File: src/rtl/serial_byte_assembler_pkg.sv
// Shared defaults, output-slot state encoding and sizing helper for the serial byte assembler.
package serial_asm_pkg;

    localparam int unsigned DEFAULT_WIDTH   = 8;
    localparam int unsigned DEFAULT_COUNT_W = 16;

    typedef enum logic [1:0] {
        SLOT_EMPTY,
        SLOT_FULL,
        SLOT_BOTH
    } slot_state_e;

    function automatic int unsigned bit_cnt_w(input int unsigned width);
        return (width > 1) ? $clog2(width) : 1;
    endfunction

endpackage

File: src/rtl/serial_byte_assembler_if.sv
// Serial input stream, align pulse and parallel output stream of the serial byte assembler.
interface serial_byte_assembler_if #(
    parameter int unsigned WIDTH   = 8,
    parameter int unsigned COUNT_W = 16
);
    logic               bit_in;
    logic               bit_valid;
    logic               bit_ready;
    logic               align;
    logic [WIDTH-1:0]   dout;
    logic               dout_valid;
    logic               dout_ready;
    logic               partial_drop;
    logic [COUNT_W-1:0] word_count;

    modport master (
        output bit_in, bit_valid, align, dout_ready,
        input  bit_ready, dout, dout_valid, partial_drop, word_count
    );

    modport slave (
        input  bit_in, bit_valid, align, dout_ready,
        output bit_ready, dout, dout_valid, partial_drop, word_count
    );
endinterface

File: src/rtl/serial_byte_assembler_out_slot.sv
// Output register plus one-word pending buffer; absorbs a single downstream stall.
module assembler_out_slot
    import serial_asm_pkg::*;
#(
    parameter int unsigned WIDTH = DEFAULT_WIDTH
) (
    input  logic             clk,
    input  logic             rst_n,
    input  logic [WIDTH-1:0] word_in,
    input  logic             word_load,
    input  logic             dout_ready,
    output logic [WIDTH-1:0] dout,
    output logic             dout_valid,
    output logic             pending,
    output logic             handshake
);

    slot_state_e      state_q, state_d;
    logic [WIDTH-1:0] dout_q, pend_q, dout_d;
    logic             load_dout, load_pend;

    always_ff @(posedge clk or negedge rst_n) begin
        if (!rst_n) begin
            state_q <= SLOT_EMPTY;
            dout_q  <= '0;
            pend_q  <= '0;
        end else begin
            state_q <= state_d;
            if (load_dout) dout_q <= dout_d;
            if (load_pend) pend_q <= word_in;
        end
    end

    // word_load never arrives in SLOT_BOTH: the assembler stalls bit intake while pending
    always_comb begin
        state_d   = state_q;
        load_dout = 1'b0;
        load_pend = 1'b0;
        dout_d    = word_in;
        case (state_q)
            SLOT_EMPTY: begin
                if (word_load) begin
                    state_d   = SLOT_FULL;
                    load_dout = 1'b1;
                end
            end
            SLOT_FULL: begin
                if (word_load) begin
                    if (dout_ready) begin
                        load_dout = 1'b1;
                    end else begin
                        load_pend = 1'b1;
                        state_d   = SLOT_BOTH;
                    end
                end else if (dout_ready) begin
                    state_d = SLOT_EMPTY;
                end
            end
            SLOT_BOTH: begin
                if (dout_ready) begin
                    state_d   = SLOT_FULL;
                    load_dout = 1'b1;
                    dout_d    = pend_q;
                end
            end
            default: state_d = SLOT_EMPTY;
        endcase
    end

    assign dout       = dout_q;
    assign dout_valid = (state_q != SLOT_EMPTY);
    assign pending    = (state_q == SLOT_BOTH);
    assign handshake  = dout_valid & dout_ready;

endmodule

File: src/rtl/serial_byte_assembler.sv
// Serial-to-parallel word assembler with selectable bit order, frame align and delivered-word count.
module serial_byte_assembler
    import serial_asm_pkg::*;
#(
    parameter int unsigned WIDTH     = DEFAULT_WIDTH,
    parameter bit          LSB_FIRST = 1'b1,
    parameter int unsigned COUNT_W   = DEFAULT_COUNT_W
) (
    input  logic                    clk,
    input  logic                    rst_n,
    serial_byte_assembler_if.slave  bus
);

    localparam int unsigned CNT_W = bit_cnt_w(WIDTH);

    logic [WIDTH-1:0]   shift_q, word_next;
    logic [CNT_W-1:0]   cnt_q, pos;
    logic [COUNT_W-1:0] word_count_q;
    logic               partial_drop_q;
    logic               pending, handshake, accept, last_bit;

    assign bus.bit_ready = !pending;
    assign accept        = bus.bit_valid & !pending & !bus.align;
    assign last_bit      = accept && (cnt_q == CNT_W'(WIDTH - 1));

    // word_next includes the bit arriving this cycle so the final bit reaches dout without extra delay
    always_comb begin
        pos            = LSB_FIRST ? cnt_q : (CNT_W'(WIDTH - 1) - cnt_q);
        word_next      = shift_q;
        word_next[pos] = bus.bit_in;
    end

    always_ff @(posedge clk or negedge rst_n) begin
        if (!rst_n) begin
            shift_q        <= '0;
            cnt_q          <= '0;
            partial_drop_q <= 1'b0;
        end else if (bus.align) begin
            shift_q        <= '0;
            cnt_q          <= '0;
            partial_drop_q <= (cnt_q != '0);
        end else begin
            partial_drop_q <= 1'b0;
            if (last_bit) begin
                shift_q <= '0;
                cnt_q   <= '0;
            end else if (accept) begin
                shift_q <= word_next;
                cnt_q   <= cnt_q + CNT_W'(1);
            end
        end
    end

    always_ff @(posedge clk or negedge rst_n) begin
        if (!rst_n)         word_count_q <= '0;
        else if (handshake) word_count_q <= word_count_q + COUNT_W'(1);
    end

    assembler_out_slot #(.WIDTH(WIDTH)) u_out_slot (
        .clk        (clk),
        .rst_n      (rst_n),
        .word_in    (word_next),
        .word_load  (last_bit),
        .dout_ready (bus.dout_ready),
        .dout       (bus.dout),
        .dout_valid (bus.dout_valid),
        .pending    (pending),
        .handshake  (handshake)
    );

    assign bus.partial_drop = partial_drop_q;
    assign bus.word_count   = word_count_q;

endmodule

File: src/flat_wrapper.sv
// flat-port wrapper written by rule: the top's interface ports become plain ports
module serial_byte_assembler_flat import serial_asm_pkg::*;
#(
    parameter int unsigned WIDTH     = DEFAULT_WIDTH,
    parameter bit          LSB_FIRST = 1'b1,
    parameter int unsigned COUNT_W   = DEFAULT_COUNT_W
)
  (clk, rst_n, bus_bit_in, bus_bit_valid, bus_align, bus_dout_ready, bus_bit_ready, bus_dout, bus_dout_valid, bus_partial_drop, bus_word_count);
  serial_byte_assembler_if #(.WIDTH(WIDTH), .COUNT_W(COUNT_W)) bus_i ();
  input  logic clk;
  input  logic rst_n;
  input wire logic [$bits(bus_i.bit_in)-1:0] bus_bit_in;
  input wire logic [$bits(bus_i.bit_valid)-1:0] bus_bit_valid;
  input wire logic [$bits(bus_i.align)-1:0] bus_align;
  input wire logic [$bits(bus_i.dout_ready)-1:0] bus_dout_ready;
  output wire logic [$bits(bus_i.bit_ready)-1:0] bus_bit_ready;
  output wire logic [$bits(bus_i.dout)-1:0] bus_dout;
  output wire logic [$bits(bus_i.dout_valid)-1:0] bus_dout_valid;
  output wire logic [$bits(bus_i.partial_drop)-1:0] bus_partial_drop;
  output wire logic [$bits(bus_i.word_count)-1:0] bus_word_count;
  assign bus_i.bit_in = bus_bit_in;
  assign bus_i.bit_valid = bus_bit_valid;
  assign bus_i.align = bus_align;
  assign bus_i.dout_ready = bus_dout_ready;
  assign bus_bit_ready = bus_i.bit_ready;
  assign bus_dout = bus_i.dout;
  assign bus_dout_valid = bus_i.dout_valid;
  assign bus_partial_drop = bus_i.partial_drop;
  assign bus_word_count = bus_i.word_count;
  serial_byte_assembler #(.WIDTH(WIDTH), .LSB_FIRST(LSB_FIRST), .COUNT_W(COUNT_W)) u_core (.clk(clk), .rst_n(rst_n), .bus(bus_i));
endmodule
File: config.mk
export PLATFORM = sky130hd
export DESIGN_NAME = serial_byte_assembler_flat
export DESIGN_NICKNAME = d
export VERILOG_FILES = /design/src/rtl/serial_byte_assembler_pkg.sv /design/src/rtl/serial_byte_assembler_if.sv /design/src/rtl/serial_byte_assembler_out_slot.sv /design/src/rtl/serial_byte_assembler.sv /design/src/flat_wrapper.sv
export SDC_FILE = /design/constraint.sdc
export NUM_CORES = 1
export LEC_CHECK = 0
export BUFFER_PORTS_ARGS = -buffer_cell sky130_fd_sc_hd__buf_4
export CAP_MARGIN = 5
export CELL_PAD_IN_SITES_DETAIL_PLACEMENT = 1
export CELL_PAD_IN_SITES_GLOBAL_PLACEMENT = 2
export CORE_MARGIN = 5
export CORE_UTILIZATION = 30
export DETAILED_ROUTE_END_ITERATION = 12
export HOLD_SLACK_MARGIN = 0.02
export PLACE_DENSITY_LB_ADDON = 0.25
export SYNTH_ARGS = -nofsm -noshare
export SYNTH_HDL_FRONTEND = slang
export SYNTH_SLANG_ARGS = --single-unit
File: constraint.sdc
create_clock -name clk -period 1.9 [get_ports clk]
set_input_delay 0.095 -clock clk [delete_from_list [all_inputs] [get_ports clk]]
set_output_delay 0.095 -clock clk [all_outputs]
set_load 0.01 [all_outputs]
# Word-level counts from Yosys, hierarchy flattened
# Index checks and enable logic that the tools add are counted.
# word_totals
register_bits,46
in_bits,6
output_inout_bits,27
word_cells,55
# classes
addsub,2
order_cmp,2
eq_ne,7
mux,25
bitwise,3
n_reduce_logical,9
# ops
operator,n
$mux W8,5
$add A16 B1 Y16 const B,1
$mux W2,5
$mux W3,3
$bwmux W8,1
$mux W1,8
$pmux W2 S3,1
$reduce_bool A3 Y1,2
$lt A3 B4 Y1 const B,1
$reduce_and A4 Y1,1
$add A3 B1 Y3 const B,1
$and A1 B1 Y1,3
$demux W1 S3,1
$eq A3 B3 Y1 const B,1
$ge A3 B1 Y1 const B,1
$ne A3 B2 Y1 const B,1
$ne A3 B3 Y1 const B,1
$pmux W1 S3,1
$eq A2 B1 Y1 const B,1
$eq A2 B2 Y1 const B,1
$logic_and A1 B1 Y1,2
$logic_not A1 Y1,2
$logic_not A2 Y1,1
$ne A2 B1 Y1 const B,1
2 further kinds,2

# Logic depth before layout (Yosys ltp)
# Gate-level depths: netlist (run 1).
# logic_depth
ltp_word,8
ltp_mapped,8
mapped_depth_nobuf,6

# Hierarchy
# Synthesis (run 1) repeated with hierarchy kept, for this count alone.
# unflattened
hier_cells,186
hier_area_um2,2347.3
# by_module_without_submodules
mod,instances,cells_each,area_each_um2,seq_area_each_um2
serial_byte_assembler,1,129,1501.4,700.7
assembler_out_slot,1,57,845.8,450.4

# Least setup slack after synthesis (run 1)
# No wires, ideal clock.
# synth_timing
kind,reg2reg
start,register u_core.cnt_q[0]
end,register u_core.u_out_slot.pend_q[6]
setup_time_ns,0.126
arrival_time_ns,1.537
required_time_ns,1.774
setup_slack_ns,0.237
stages_incl_launch_ff,9
path_buffers,2
synth_period_minus_slack_ns,1.663
path_cell_list,dfrtp_1 -> ha_1 -> ha_1 -> nand3b_4 -> or3b_1 -> buf_2 -> buf_6 -> nand2_1 -> o21ai_2
# synth_between
elab_chain_cells,5
elab_cells_between_ends,10
cone_classes,2 x order compare; 1 x eq/ne; 5 x mux; 2 x reduce/logical
# synth_rtl
element,line_no,source
from (decl),serial_byte_assembler.sv:17,"logic [CNT_W-1:0] cnt_q, pos;"
from (signal assigned),serial_byte_assembler.sv:49,cnt_q <= cnt_q + CNT_W'(1);
$lt A3 B4 Y1 (implied by the code) / $ge A3 B1 Y1 (equally long branches),serial_byte_assembler.sv:30,word_next[pos] = bus.bit_in;
$logic_and A1 B1 Y1 (implied by the code),serial_byte_assembler.sv:30,
$mux W1 (implied by the code),serial_byte_assembler.sv:30,
$demux W1 S3,-,
$bwmux W8,serial_byte_assembler.sv:30,
to (signal assigned),serial_byte_assembler_out_slot.sv:30,if (load_pend) pend_q <= word_in;
to (decl),serial_byte_assembler_out_slot.sv:19,"logic [WIDTH-1:0] dout_q, pend_q, dout_d;"
# Several ways; a longest one is shown, not always the timed one.
# A chain may end at the register's enable or synchronous reset.

# Worst setup path after layout (run 1)
# layout_timing
start,register u_core.cnt_q[1]
end,"register u_core.u_out_slot.dout_q[4], in the netlist u_core.u_out_slot.dout[4]"
# layout_between
elab_chain_cells,7
elab_cells_between_ends,13
cone_classes,2 x order compare; 1 x eq/ne; 8 x mux; 2 x reduce/logical
# layout_rtl
element,line_no,source
$lt A3 B4 Y1 (implied by the code) / $ge A3 B1 Y1 (equally long branches),serial_byte_assembler.sv:30,
$logic_and A1 B1 Y1 (implied by the code),serial_byte_assembler.sv:30,
$mux W1 (implied by the code),serial_byte_assembler.sv:30,
$demux W1 S3,-,
$bwmux W8,serial_byte_assembler.sv:30,
$mux W8,serial_byte_assembler_out_slot.sv:60,if (dout_ready) begin
$mux W8,serial_byte_assembler_out_slot.sv:40,case (state_q)
to (signal assigned),serial_byte_assembler_out_slot.sv:29,if (load_dout) dout_q <= dout_d;
to (decl),serial_byte_assembler_out_slot.sv:19,
# Several ways; a longest one is shown, not always the timed one.

==> flow_metrics.env, run 1 <==
export IMPL_syn_inst=204
export IMPL_synthMuxAreaShare=0.0826
export IMPL_rr_startpoint="u_core.cnt_q[1]"
export IMPL_num_rows=31
export IMPL_cts_max_path_buffers=2
export IMPL_die_area_sq_um=9070
export IMPL_slew_headroom=0.600
export IMPL_multi_input_area_sq_um=961
export IMPL_rsz0062_at_grt="false"
export IMPL_finalSetupViolations=0
export IMPL_period_needed_ns=1.78
export IMPL_path_max_fanout=8
export IMPL_drv_cap=0
export IMPL_crit_end="u_core.u_out_slot.dout[4]"
export IMPL_synth_flop_cell="dfrtp_1"
export IMPL_fin_cells=347
export IMPL_initial_core_util=0.304
export IMPL_hold_violations=0
export IMPL_dp_hpwl_mm=3.45
export IMPL_fillCellCount=839
export IMPL_yosysTopAreaCellShare=0.528
export IMPL_p_total_mw=1.80
export IMPL_ios=33
export IMPL_antenna_found_initial=0
export IMPL_grt_pass1_vias=1705
export IMPL_grt_overflow=0
export IMPL_via_per_inst=4.47
export IMPL_ys_types=35
export IMPL_synth_simple_area_share=0.172
export IMPL_synth_top_family_by_area="simple AND/OR/NAND/NOR gates"
export IMPL_insertion_delay_ns=0.30
export IMPL_synth_seq_cells=46
export IMPL_postRouteAntennaNets=0
export IMPL_hold_class="in2reg"
export IMPL_cts_reportedPaths_clkPinSlew_ns=0.09
export IMPL_seqCellArea_sq_um=1150
export IMPL_finalClockSkew_ns=0.00864
export IMPL_synth_nets=214
export IMPL_yosysWarnings=0
export IMPL_grt_met2_usage=0.183
export IMPL_dp_cells=337
export IMPL_worst_ep_required_time_ns=2.09
export IMPL_core_area_sq_um=7180
export IMPL_slew_violations=0
export IMPL_synth_avg_cell_area_sq_um=10.7
export IMPL_crit_reg2reg_capture="u_core.u_out_slot.dout[4]"
export IMPL_busiest_layer="met2"
export IMPL_synth_xor_area_frac=0.0602
export IMPL_yosysSeqAreaShare=0.528
export IMPL_whs_ns=0.0529
export IMPL_drive_gt1_frac=0.294
export IMPL_synthTopCellsByCount="dfrtp_1 (46), nand2_1 (31), nor2_1 (13), xnor2_1 (13), o21ai_0 (12)"
export IMPL_synthArstFlopShare=1.00
export IMPL_gp_congestion=0.716
export IMPL_synth_area_sq_um=2180
export IMPL_setup_tns_ns=0
export IMPL_p_per_area_nw_per_um2=671
export IMPL_crit_start="u_core.cnt_q[1]"
export IMPL_cts_made_buffers=5
export IMPL_grt_pass1_wl_mm=8.29
export IMPL_end_kind="register"
export IMPL_status="finished clean"
export IMPL_synth_top_area_cell="dfrtp_1"
export IMPL_worst_pin_slew_ns=0.600
export IMPL_route_vias_total=1551
export IMPL_cts_tree="built"
export IMPL_cts_repair_resized=0
export IMPL_drc=0
export IMPL_arrival_ns=1.97
export IMPL_fmax_mhz=563
export IMPL_die_width_um=95.3
export IMPL_gr_usage_all_layers=0.116
export IMPL_n_antenna_cell=0
export IMPL_post_route_period_util=0.936
export IMPL_die_y_um=95.3
export IMPL_cts_root_buf="clkbuf_8"
export IMPL_crit_path_start_kind="register"
export IMPL_synth_compound_gate_area_share=0.103
export IMPL_portBuffers=32
export IMPL_yosysMostFrequentCell="dfrtp_1"
export IMPL_synth_area_leaders="dfrtp_1 (53%), nand2_1 (5.3%), xnor2_1 (5.2%), mux2i_1 (4.1%), mux2_2 (4.1%)"
export IMPL_worst_r2r_cell_count=5
export IMPL_wl_mm=4.72
export IMPL_drt_iter0_drc=41
export IMPL_grt_max_degree=47
export IMPL_finalNetCount=257
export IMPL_synth_edff_count=0
export IMPL_worst_r2r_setup_slack_ns=0.12
export IMPL_use_met3=0.0324
export IMPL_syn_to_final_growth_pct=23.4
export IMPL_firstDrtPassIters=4
export IMPL_grt_met1_usage=0.153
export IMPL_cts_max_level=2
export IMPL_ir_drop_mv=0.280
export IMPL_path_class="reg2reg"
export IMPL_routedWlPerCell_um=13.6
export IMPL_post_synth_fa_ha_maj_area_fraction=0.0229
export IMPL_cts_sinks=46
export IMPL_cellLeakagePower_nw=1.31
==> logic make-up (layout without fill, tap and decap cells) <==
kind of cell             Yosys count  count (layout)
flip-flops                        46              46
XOR/XNOR                          15              15
multiplexers                      17              17
AND/OR/NAND/NOR                   73              73
buffers and inverters             14              58
AO/OA/AOI/OAI                     35              35
adder cells (fa/ha/maj)            4               4
==> where the power goes <==
| group | total, mW | internal [mW] | switching (mW) |
|---|---|---|---|
| Clock | 0.616 | 0.259 | 0.357 |
| Sequential | 1.02 | 1.00 | 0.0200 |
| Combinational | 0.165 | 0.0757 | 0.0896 |
| Total | 1.80 | 1.34 | 0.467 |
==> worst min-delay path by stage <==
stage | startpoint | endpoint | slack, ns | cells past startpoint
floorplan | rst_n | u_core.bus.partial_drop | -0.20 | 0
global placement | rst_n | u_core.bus.partial_drop | 0.15 | 1
detailed placement | rst_n | u_core.bus.partial_drop | 0.15 | 1
CTS | bus_dout_ready | u_core.u_out_slot.state_q[1] | 0.05 | 2
global route | bus_dout_ready | u_core.u_out_slot.state_q[1] | 0.07 | 2
finish | bus_dout_ready | u_core.u_out_slot.state_q[1] | 0.05 | 2
==> per-layer routing <==
metal / wire length [um] / up-vias
met5: 0 / -
met4: 40 / 0
met3: 194 / 4
met2: 2160 / 25
met1: 2320 / 745
li1: - / 777
==> per-stage QoR <==
stage	instance area, sq um	utilization	worst slack [ns]
after floorplan	2180	-	0.237
after global placement	2580	0.360	0.100
after detailed placement	2580	0.360	0.0571
after CTS	2690	0.375	0.0403
after global routing	2690	0.375	0.0318
final	2690	0.375	0.122
==> sequential cells by signal (all words and copies together), names as in the netlist <==
signal,count
u_core.bus.word_count,16
u_core.cnt_q,3
u_core.u_out_slot.pend_q,8
u_core.shift_q,8
u_core.bus.partial_drop,1
u_core.u_out_slot.state_q,2
u_core.u_out_slot.dout,8
==> critical path, stage by stage, from the launching register on <==
cell,delay [ns]
dfrtp_1,0.37
ha_1,0.15
ha_1,0.21
nand3b_4,0.12
o31ai_4,0.41
mux2_2,0.39
==> final cells by class <==
cell class / instances / share of cell area
tap: 99 / 0.0460
clock buffer: 5 / 0.0256
inverter: 4 / 0.00558
clock inverter: 3 / 0.00790
sequential: 46 / 0.428
multi-input combinational: 144 / 0.357
timing repair buffer: 46 / 0.130
==> what timing repair did <==
action                     CTS  global route
hold buffers                 2             0
setup endpoints to repair    0             5
buffers inserted             0             0
hold endpoints to repair    47             0
==> cell usage in the layout, fill, tap and decap left out, drive strengths merged, types with 2 or more instances in the layout <==
| cell type | n |
|---|---|
| and3 | 3 |
| nand3b | 5 |
| nand2 | 31 |
| ha | 4 |
| mux2 | 8 |
| clkinv | 2 |
| a21oi | 11 |
| xor2 | 2 |
| buf | 44 |
| nand3 | 6 |
| or2 | 2 |
| dfrtp | 46 |
| inv | 4 |
| clkbuf | 5 |
| xnor2 | 13 |
| nor3b | 3 |
| nor3 | 2 |
| o21ai | 20 |
| mux2i | 9 |
| dlygate4sd3 | 2 |
| nor2 | 13 |
| nand4 | 4 |
No activity file was read; power rests on OpenSTA's default activity.
==> inputs of run 2 (changes only) <==
CORE_UTILIZATION = 25   (was 30)
TNS_END_PERCENT = 1   (was default)
==> run 2 against run 1 <==
Clock skew rose by 0.0033 ns; utilization shrank 5.6 points; clock power rose by 25%; wire length increased by 6.0%; combinational power rose by 2%; power rose by 8.6%; largest cell class unchanged; sequential power about the same; critical path depth unchanged; critical endpoint is now u_core.u_out_slot.dout[3].
==> flow_metrics.env, run 2 (synthesized netlist as in run 1, its figures left out) <==
export IMPL_whs_ns=0.0619
export IMPL_cts_reportedPaths_clkPinSlew_ns=0.09
export IMPL_cts_root_buf="clkbuf_8"
export IMPL_gp_congestion=0.720
export IMPL_dpl_instance_area_sq_um=2610
export IMPL_firstDrtPassIters=3
export IMPL_p_per_area_nw_per_um2=715
export IMPL_crit_buf_inv=0
export IMPL_postRouteAntennaNets=0
export IMPL_wl_met2_mm=2.27
export IMPL_slew_headroom=0.593
export IMPL_insertion_delay_ns=0.30
export IMPL_n_antenna_cell=0
export IMPL_slew_violations=0
export IMPL_grt_pass1_wl_mm=8.33
export IMPL_dp_cells=348
export IMPL_routedWlPerCell_um=14.0
export IMPL_finalSetupViolations=0
export IMPL_path_max_fanout=8
export IMPL_via_per_inst=4.39
export IMPL_cts_max_level=2
export IMPL_setup_tns_ns=0
export IMPL_cts_tree="built"
export IMPL_die_area_sq_um=10700
export IMPL_dp_hpwl_mm=3.63
export IMPL_path_class="reg2reg"
export IMPL_end_kind="register"
export IMPL_wl_mm=5.00
export IMPL_largest_reg_flops=16
export IMPL_grt_overflow=0
export IMPL_utilization=0.319
export IMPL_max_stage_delay_ns=0.40
export IMPL_crit_path_start_kind="register"
export IMPL_cts_setup_buffers=0
export IMPL_period_needed_ns=1.75
export IMPL_wl_met3_um=231
export IMPL_worst_ep_required_time_ns=2.09
export IMPL_grt_pass1_vias=1715
export IMPL_grt_max_degree=47
export IMPL_die_width_um=103
export IMPL_drt_iter0_drc=32
export IMPL_antenna_found_initial=0
export IMPL_final_area_sq_um=2740
export IMPL_fmax_mhz=572
export IMPL_crit_family="compound AO/OA/AOI/OAI gates"
export IMPL_hold_violations=0
export IMPL_cts_max_path_buffers=2
export IMPL_post_route_period_util=0.921
export IMPL_drc=0
export IMPL_status="finished clean"
export IMPL_initial_core_util=0.254
export IMPL_fin_cells=357
export IMPL_final_cell_mix="buf_4 (46), dfrtp_1 (46), nand2_1 (31), nor2_1 (13), xnor2_1 (13)"
export IMPL_cts_made_buffers=5
export IMPL_top_layer="met4"
export IMPL_die_y_um=103
export IMPL_setup_slack_ns=0.151
export IMPL_finalNetCount=259
export IMPL_critical_path_slowest_cell="o31ai_4"
export IMPL_p_total_mw=1.96
export IMPL_drive_gt1_frac=0.297
export IMPL_gr_usage_all_layers=0.100
export IMPL_cp_cell_sequence="ha_1 > ha_1 > nand3b_4 > o31ai_4 > mux2_2"
export IMPL_hold_class="in2reg"
export IMPL_cts_repair_resized=0
export IMPL_worst_pin_slew_ns=0.611
export IMPL_pre_cts_ws_ns=0.0859
export IMPL_cts_sinks=46
export IMPL_core_area_sq_um=8590
export IMPL_syn_to_final_growth_pct=25.6
export IMPL_portBuffers=32
export IMPL_num_rows=34
export IMPL_ios=33
export IMPL_finalClockSkew_ns=0.0120
export IMPL_rsz0062_at_grt="false"
export IMPL_arrival_ns=1.94
export IMPL_drv_cap=0
export IMPL_route_vias_total=1569
export IMPL_m1WireLength_mm=2.45
export IMPL_cellLeakagePower_nw=1.33
export IMPL_ir_drop_mv=0.280
export IMPL_critPathMostFrequentCell="ha_1"
[run 2: report_power, final]
group	internal (mW)	total, mW	switching, mW
Clock	0.422	0.767	0.346
Combinational	0.0782	0.169	0.0910
Sequential	1.00	1.02	0.0202
[run 2: routing by layer]
metal  global-route usage  vias up
met2                0.161       25
met3               0.0282        7
met5                    0        -
met1                0.130      763
li1                     -      774
met4               0.0359        0
[run 2: repair_timing]
action / 4_1_cts / 5_1_grt
endpoints found under the hold margin: 47 / 0
hold buffers: 2 / 0
endpoints found under the setup margin: 0 / 1
[run 2: path summary, 6_finish.rpt]
kind	start	to	slack [ns]	depth (start not counted)
min in group asynchronous	rst_n	u_core.bus.partial_drop	0.33	2
setup / recovery	u_core.cnt_q[0]	u_core.u_out_slot.dout[3]	0.15	5
hold reg to reg	u_core.bus.word_count[15]	u_core.bus.word_count[15]	0.47	1
setup reg to reg	u_core.cnt_q[0]	u_core.u_out_slot.dout[3]	0.15	5
hold / removal	bus_dout_ready	u_core.u_out_slot.state_q[1]	0.06	2
max in group asynchronous	rst_n	u_core.bus.word_count[7]	1.14	2
[run 2: area by class of cell]
cell class	count	area, sq um
Sequential cell	46	1150
Multi-Input combinational cell	144	961
Clock inverter	1	30.0
Timing Repair Buffer	48	365
Fill cell	1001	5850
Inverter	4	15.0
Clock buffer	6	82.6
Tap cell	108	135
==> inputs of run 3 (changes only) <==
CTS_CLUSTER_SIZE = 30   (was default)
MAX_ROUTING_LAYER = met4   (was default)
==> run 3 against run 2 <==
Wire length fell by 0.30%; sequential share of layout area did not move; first-iteration DRC count shrank 3.1%; final cell count is the same; sequential power barely moved; clock skew about the same; largest power group unchanged.
==> flow_metrics.env, run 3 (synthesized netlist as in run 1, its figures left out) <==
export IMPL_cp_cell_sequence="ha_1 > ha_1 > nand3b_4 > o31ai_4 > mux2_2"
export IMPL_worst_r2r_cell_count=5
export IMPL_grt_pass1_wl_mm=8.32
export IMPL_gp_congestion=0.728
export IMPL_cts_max_path_buffers=2
export IMPL_grt_met2_usage=0.161
export IMPL_cts_made_buffers=5
export IMPL_busiest_layer="met2"
export IMPL_hold_violations=0
export IMPL_routedWlPerCell_um=14.0
export IMPL_gr_usage_all_layers=0.103
export IMPL_cts_repair_resized=0
export IMPL_crit_family="compound AO/OA/AOI/OAI gates"
export IMPL_worst_pin_slew_ns=0.612
export IMPL_critical_path_slowest_cell="o31ai_4"
export IMPL_crit_start="u_core.cnt_q[0]"
export IMPL_path_depth=5
export IMPL_rsz0062_at_grt="false"
export IMPL_slew_headroom=0.592
export IMPL_path_max_fanout=8
export IMPL_antenna_found_initial=0
export IMPL_grt_max_degree=47
export IMPL_arrival_ns=1.94
export IMPL_rr_startpoint="u_core.cnt_q[0]"
export IMPL_ios=33
export IMPL_cts_root_buf="clkbuf_8"
export IMPL_crit_path_start_kind="register"
export IMPL_post_route_period_util=0.922
export IMPL_fillCellCount=1001
export IMPL_dp_hpwl_mm=3.63
export IMPL_drt_iter0_drc=31
export IMPL_route_vias_total=1573
export IMPL_ir_drop_mv=0.280
export IMPL_period_needed_ns=1.75
export IMPL_final_cell_mix="buf_4 (46), dfrtp_1 (46), nand2_1 (31), nor2_1 (13), xnor2_1 (13)"
export IMPL_cts_tree="built"
export IMPL_crit_buf_inv=0
export IMPL_pre_cts_ws_ns=0.0859
export IMPL_finalSetupViolations=0
export IMPL_setup_slack_ns=0.149
export IMPL_drv_cap=0
export IMPL_syn_to_final_growth_pct=25.6
export IMPL_finalClockSkew_ns=0.0120
export IMPL_grt_met1_usage=0.132
export IMPL_cts_max_level=2
export IMPL_cellLeakagePower_nw=1.33
export IMPL_wl_mm=4.99
export IMPL_slew_violations=0
export IMPL_use_met3=0.0241
export IMPL_worst_ep_required_time_ns=2.09
export IMPL_core_area_sq_um=8590
export IMPL_p_per_area_nw_per_um2=715
export IMPL_cts_reportedPaths_clkPinSlew_ns=0.09
export IMPL_portBuffers=32
export IMPL_path_class="reg2reg"
export IMPL_whs_path_depth=2
export IMPL_cts_sinks=46
export IMPL_drive_gt1_frac=0.297
export IMPL_num_rows=34
export IMPL_max_stage_delay_ns=0.40
export IMPL_drc=0
export IMPL_hp_start="bus_dout_ready"
export IMPL_setup_tns_ns=0
export IMPL_via_per_inst=4.41
export IMPL_die_area_sq_um=10700
export IMPL_grt_overflow=0
export IMPL_insertion_delay_ns=0.30
export IMPL_critPathMostFrequentCell="ha_1"
export IMPL_largest_reg_flops=16
export IMPL_initial_core_util=0.254
export IMPL_n_antenna_cell=0
export IMPL_die_y_um=103
export IMPL_fmax_mhz=571
export IMPL_end_kind="register"
export IMPL_firstDrtPassIters=3
export IMPL_finalNetCount=259
export IMPL_postRouteAntennaNets=0
export IMPL_hold_class="in2reg"
export IMPL_grt_pass1_vias=1714
export IMPL_die_width_um=103
export IMPL_status="finished clean"
run 3: metrics by stage:
step                power [mW]   util  area (sq um)  instances  hold slack (ns)
floorplan                 1.12      -          2180        204           -0.201
global placement          1.21  0.303          2610        348            0.159
detailed placement        1.22  0.303          2610        348            0.164
CTS                       1.99  0.319          2740        357           0.0655
global route              2.06  0.319          2740        357           0.0634
finish                    1.96  0.319          2740        357           0.0619
run 3: worst paths after layout:
| path | slack [ns] | to |
|---|---|---|
| worst max-delay path | 0.15 | u_core.u_out_slot.dout[3] |
| worst min register to register | 0.47 | u_core.bus.word_count[15] |
| worst max register to register | 0.15 | u_core.u_out_slot.dout[3] |
| max in group asynchronous | 1.13 | u_core.bus.word_count[7] |
| worst min-delay path | 0.06 | u_core.u_out_slot.state_q[1] |
| min in group asynchronous | 0.33 | u_core.bus.partial_drop |
run 3: report_power, final:
group / internal [mW] / switching (mW) / total (mW)
clock: 0.422 / 0.345 / 0.766
sequential: 1.00 / 0.0202 / 1.02
combinational: 0.0782 / 0.0910 / 0.169
total: 1.50 / 0.456 / 1.96
run 3: routing by layer:
layer	vias to the layer above	routed length, um
met1	767	2480
li1	774	-
met4	0	52
met5	-	0
met3	7	191
met2	25	2260
run 3: final cells by class:
type	count	area, sq um	share of cell area
clock buffers	6	82.6	0.0301
clock inverters	1	30.0	0.0110
inverters	4	15.0	0.00548
multi-input cells	144	961	0.351
flip-flops and latches	46	1150	0.420
well taps	108	135	0.0493
repair buffers	48	365	0.133
run 3: worst register-to-register path, cell delays in order (launching register included):
cell	delay (ns)
dfrtp_1	0.36
ha_1	0.15
ha_1	0.21
nand3b_4	0.12
o31ai_4	0.40
mux2_2	0.39
run 3: what timing repair did:
action | 4_1_cts | 5_1_grt
buffers inserted | 0 | 0
setup endpoints to repair | 0 | 1
hold endpoints to repair | 47 | 0
hold buffers | 2 | 0
